[src/rtl/pair_serializer_if.sv]
// Valid/ready stream bundle with end-of-line mark.
// Shared by the pair input and the sample output.
interface pair_serializer_if #(
   parameter int Width = 16
) ();
   logic             valid;
   logic             ready;
   logic             eol;
   logic [Width-1:0] data;

   modport master (
      output valid,
      output eol,
      output data,
      input  ready
   );

   modport slave (
      input  valid,
      input  eol,
      input  data,
      output ready
   );
endinterface

[src/rtl/pair_serializer.sv]
// Splits {odd,even} pairs into an even-then-odd sample stream.
// Also checks each line's pair count against side_size_i.
module pair_serializer #(
   parameter int DataWidth       = 16,
   parameter int MaximumSideSize = 1024,
   localparam int SW = $clog2(MaximumSideSize)
) (
   input  logic               clk_i,
   input  logic               rst_i,
   input  logic [SW-1:0]      side_size_i,
   pair_serializer_if.slave   din,
   pair_serializer_if.master  dout,
   output logic               len_err_o
);

   typedef enum logic [1:0] {
      EMPTY,
      EVEN,
      ODD
   } state_t;

   state_t state;
   state_t state_nxt;

   logic [DataWidth-1:0] odd_q;
   logic [DataWidth-1:0] dout_q;
   logic                 eol_q;
   logic                 dout_eol_q;

   logic [SW-1:0] cnt;
   logic [SW-1:0] exp_q;
   logic [SW-1:0] exp_cur;
   logic [SW-1:0] cnt_inc;
   logic          hit;
   logic          err_q;

   logic acc;
   logic adv;

   // The odd slot can be refilled in the same cycle it drains.
   assign din.ready  = (state == EMPTY) |
                       ((state == ODD) & dout.ready);
   assign acc        = din.valid & din.ready;
   assign adv        = (state == EVEN) & dout.ready;

   assign dout.valid = (state != EMPTY);
   assign dout.data  = dout_q;
   assign dout.eol   = dout_eol_q;
   assign len_err_o  = err_q;

   // The expected length is latched only on the first pair of a line.
   assign exp_cur = (cnt == '0) ?
                    {1'b0, side_size_i[SW-1:1]} : exp_q;
   assign cnt_inc = cnt + {{(SW-1){1'b0}}, 1'b1};
   assign hit     = (cnt_inc == exp_cur);

   // Next-state selection for the output slot.
   always_comb begin
      state_nxt = state;
      unique case (state)
         EMPTY: begin
            if (acc) state_nxt = EVEN;
         end
         EVEN: begin
            if (dout.ready) state_nxt = ODD;
         end
         ODD: begin
            if (dout.ready)
               state_nxt = acc ? EVEN : EMPTY;
         end
         default: state_nxt = EMPTY;
      endcase
   end

   // State register.
   always_ff @(posedge clk_i) begin
      if (rst_i) state <= EMPTY;
      else       state <= state_nxt;
   end

   // Pair holding and registered output sample.
   always_ff @(posedge clk_i) begin
      if (rst_i) begin
         odd_q      <= '0;
         eol_q      <= 1'b0;
         dout_q     <= '0;
         dout_eol_q <= 1'b0;
      end else if (acc) begin
         dout_q     <= din.data[DataWidth-1:0];
         dout_eol_q <= 1'b0;
         odd_q      <= din.data[2*DataWidth-1:DataWidth];
         eol_q      <= din.eol;
      end else if (adv) begin
         dout_q     <= odd_q;
         dout_eol_q <= eol_q;
      end
   end

   // Line length tracking; an early eol or a missing eol is sticky.
   always_ff @(posedge clk_i) begin
      if (rst_i) begin
         cnt   <= '0;
         exp_q <= '0;
         err_q <= 1'b0;
      end else if (acc) begin
         if (cnt == '0) exp_q <= exp_cur;
         if (din.eol | hit) cnt <= '0;
         else               cnt <= cnt_inc;
         if (din.eol != hit) err_q <= 1'b1;
      end
   end

endmodule

[src/flat_wrapper.sv]
// flat-port wrapper written by rule: the top's interface ports become plain ports
module pair_serializer_flat 
#(
   parameter int DataWidth       = 16,
   parameter int MaximumSideSize = 1024,
   localparam int SW = $clog2(MaximumSideSize)
)
  (clk_i, rst_i, side_size_i, len_err_o, din_valid, din_eol, din_data, din_ready, dout_valid, dout_eol, dout_data, dout_ready);
  pair_serializer_if #(.Width(2*(16))) din_i ();
  pair_serializer_if #(.Width((16))) dout_i ();
  input  logic clk_i;
  input  logic rst_i;
  input  logic [SW-1:0] side_size_i;
  output logic len_err_o;
  input wire logic [$bits(din_i.valid)-1:0] din_valid;
  input wire logic [$bits(din_i.eol)-1:0] din_eol;
  input wire logic [$bits(din_i.data)-1:0] din_data;
  output wire logic [$bits(din_i.ready)-1:0] din_ready;
  output wire logic [$bits(dout_i.valid)-1:0] dout_valid;
  output wire logic [$bits(dout_i.eol)-1:0] dout_eol;
  output wire logic [$bits(dout_i.data)-1:0] dout_data;
  input wire logic [$bits(dout_i.ready)-1:0] dout_ready;
  assign din_i.valid = din_valid;
  assign din_i.eol = din_eol;
  assign din_i.data = din_data;
  assign din_ready = din_i.ready;
  assign dout_valid = dout_i.valid;
  assign dout_eol = dout_i.eol;
  assign dout_data = dout_i.data;
  assign dout_i.ready = dout_ready;
  pair_serializer #(.DataWidth(DataWidth), .MaximumSideSize(MaximumSideSize)) u_core (.clk_i(clk_i), .rst_i(rst_i), .side_size_i(side_size_i), .din(din_i), .dout(dout_i), .len_err_o(len_err_o));
endmodule
[config.mk]
export PLATFORM = sky130hd
export DESIGN_NAME = pair_serializer_flat
export DESIGN_NICKNAME = d
export VERILOG_FILES = /design/src/rtl/pair_serializer_if.sv /design/src/rtl/pair_serializer.sv /design/src/flat_wrapper.sv
export SDC_FILE = /design/constraint.sdc
export NUM_CORES = 1
export LEC_CHECK = 0
export BUFFER_PORTS_ARGS = -buffer_cell sky130_fd_sc_hd__buf_2
export CORE_MARGIN = 3
export CORE_UTILIZATION = 57
export DETAILED_ROUTE_END_ITERATION = 8
export GPL_ROUTABILITY_DRIVEN = 0
export PLACE_DENSITY_LB_ADDON = 0.12
export SYNTH_ARGS = -nofsm -noshare
export SYNTH_HDL_FRONTEND = slang
export SYNTH_SLANG_ARGS = --single-unit
[constraint.sdc]
create_clock -name clk_i -period 7.55 [get_ports clk_i]
set_clock_uncertainty 0.1 [all_clocks]
set_input_delay 0.3775 -clock clk_i [delete_from_list [all_inputs] [get_ports clk_i]]
set_output_delay 0.3775 -clock clk_i [all_outputs]
set_load 0.005 [all_outputs]
==> flow_summary.toml <==
[cells_and_area]
syn2layout_area_growth_pct = 18.71
final_common_cell = "buf_2"
drive_above_1_share_pct = 23.83
multi_input_area_um2 = 1434
n_fill_cell = 378
final_util_pct = 71.45
nets = 431
finalNonFillerCells = 438
layout_common_cells = "buf_2 (65), nand2_1 (59), dfxtp_1 (57)"
seq_area_um2 = 1141
diodes = 0

[setup_path]
path_class = "reg2reg"
critPathLaunchType = "flip-flop"
arrival_ps = 3590
critPathCaptureType = "flip-flop"
crit_fanout = 19
cp_data_required_time_ps = 7630
rrSetupSlack_ps = 4050

[clock_tree]
postCtsSetupRepairBufs = 0
h-tree-depth = 3
cts_buffer_depth = 2
cts_resized = 0
clk_latency_ps = 330
cts_tree = "yes"
cts_root_buf = "clkbuf_8"
clk_pin_slew_ps = 70
postCtsHoldBufs = 0
cts_buffers = 9
cts.sinks = 57

[route]
vias_per_cell = 5.452
drc_errors = 0
top_layer = "met4"
routed-wl-met3_um = 299
drtPass1Iterations = 4
routed-via-count = 2388
wl_um = 5831
final_antenna_net_count = 0
wl_met2_um = 2614
wl_met1_um = 2787
drt_iter0_drc = 153
wire_per_inst_um = 13.31

[synth]
yosys_warnings = 0
postSynthCellCount = 323
yosysSeqAreaShare_pct = 42.66
synth_compound_area_share_pct = 15.76
synth_top_area_cell = "dfxtp_1"
synth_top_family_by_area = "simple AND/OR/NAND/NOR gates"
syn_avg_cell_area_um2 = 8.282
syn-cell-area_um2 = 2675
synth_cell_types = 39
yosys_register_bits = 57
yosys-top-cells-area = "dfxtp_1 (43%), nand2_1 (8.4%), mux2i_1 (8.2%)"
yosys.area.top_type_share_pct = 42.66
syn_nets = 373
synthMuxAreaShare_pct = 9.495
synth_xor_area_share_pct = 4.256
post_synth_fa_ha_maj_area_fraction_pct = 1.403
yosys.area_share.simple_pct = 22.40

[floorplanning]
start_util_pct = 60.19
rows = 24
fp.dieW_um = 74.51
die-area_um2 = 5551
design.core.area_um2 = 4444
die_y_um = 74.51
io_pins = 67

[sta]
slew_viol_final = 0
rsz0062_at_grt = "no"
period_needed_ps = 3501
fin_crit_sh_pct = 46.37
setup_tns_ps = 0
fmax_mhz = 285.7
timing.slew.headroom_pct = 22.53
worst_slack_ps = 4049
tightestPinTransition_ps = 1159
setup_viol_count_final = 0
hold_viol = 0

[grt]
grt_pass1_vias = 2125
grt_max_degree = 58
antenna_found_initial = 0
grt_first_pass_wirelength_um = 9273
gr-total-overflow = 0
grtUsageTotal_pct = 21.76

[placement]
pre_cts_ws_ps = 4099
dpl.hpwl_um = 3864
placedCellCount = 422
port-buffer-count = 65

[min_path]
hp-class = "in2reg"

[pwr]
max-vdd-ir-drop_mv = 0.1140
powerDensity_nw_per_um2 = 212.4
p_leak_nw = 1.459

[outcome]
outcome = "finished clean"

[job]
maxCapViolCount = 0
==> final timing paths <==
check                                  endpoint  depth (start not counted)                           from
setup / recovery     u_core.cnt[4]$_SDFFE_PP0P_                         14     u_core.cnt[0]$_SDFFE_PP0P_
hold / removal     u_core.odd_q[2]$_SDFFE_PP0P_                          3                   din_data[18]
setup reg to reg     u_core.cnt[4]$_SDFFE_PP0P_                         14     u_core.cnt[0]$_SDFFE_PP0P_
hold reg to reg   u_core.odd_q[15]$_SDFFE_PP0P_                          2  u_core.odd_q[15]$_SDFFE_PP0P_
==> flip-flops by register name, indices dropped and copies added, names as in the netlist <==
register          flops
u_core.state          2
u_core.dout.data     16
u_core.len_err_o      1
u_core.dout.eol       1
u_core.cnt           10
u_core.exp_q         10
u_core.eol_q          1
u_core.odd_q         16
==> cell type report <==
class                           instances  share of cell area [%]
Multi-Input combinational cell        240                   45.15
Sequential cell                        57                   35.93
Timing Repair Buffer                   67                   10.72
Clock buffer                           11                   4.452
Tap cell                               52                   2.049
Clock inverter                          5                  0.9850
Inverter                                6                  0.7092
==> metrics by stage <==
step           power [mW]  hold WS, ps  instance area, um^2
2_1_floorplan      0.4000        335.7                 2675
3_3_place_gp       0.4318        340.6                 3003
3_5_place_dp       0.4348        346.5                 3003
4_1_cts            0.6812        165.1                 3176
5_1_grt            0.7079        186.7                 3176
6_report           0.6745        176.8                 3176
==> cells by family (layout without fill, tap and decap cells) <==
logic type / Yosys count / count (layout)
AND/OR/NAND/NOR: 132 / 132
buffers and inverters: 26 / 89
flip-flops: 57 / 57
adder cells (fa/ha/maj): 3 / 3
multiplexers: 25 / 25
XOR/XNOR: 13 / 13
AO/OA/AOI/OAI: 67 / 67
==> power by group <==
part           leakage (nW)  switching [mW]  internal [mW]  total [mW]
registers             0.467          0.0107          0.320       0.330
logic                 0.902          0.0540         0.0439      0.0979
clock network        0.0891           0.120          0.127       0.246
==> worst max-delay path, stage by stage (launching register included) <==
cell,delay (ps)
dfxtp_1,390
inv_1,110
ha_1,140
or4b_4,490
nor3_2,170
buf_4,270
mux2i_1,320
xnor2_1,120
nor4_2,240
o311ai_1,160
ha_1,340
nand2_1,250
nor3_1,70
a21oi_1,130
nor2_1,50
==> routing by layer <==
metal	vias to the layer above	global-route usage, %
li1	1237	-
met3	11	4.324
met4	0	11.66
met2	59	34.05
met5	-	0
met1	1081	28.27
==> cells in the mapped netlist, drive strengths merged <==
| master | n |
|---|---|
| clkbuf | 17 |
| nor3 | 11 |
| nand2 | 60 |
| mux2 | 3 |
| a221o | 1 |
| o221ai | 1 |
| inv | 6 |
| or4 | 1 |
| buf | 3 |
| and2 | 1 |
| a2111oi | 2 |
| dfxtp | 57 |
| a211oi | 17 |
| a22oi | 1 |
| nor4 | 1 |
| o21bai | 1 |
| nand3 | 14 |
| a21oi | 37 |
| nor3b | 1 |
| o311ai | 3 |
| and3b | 1 |
| nor2 | 29 |
| or3 | 1 |
| nand2b | 2 |
| ha | 3 |
| nor2b | 2 |
| nand3b | 3 |
| xor2 | 6 |
| or4b | 1 |
| or2 | 3 |
| and3 | 1 |
| a21o | 2 |
| o21ai | 2 |
| xnor2 | 7 |
| mux2i | 22 |
Power figures use the tool's default switching activity.
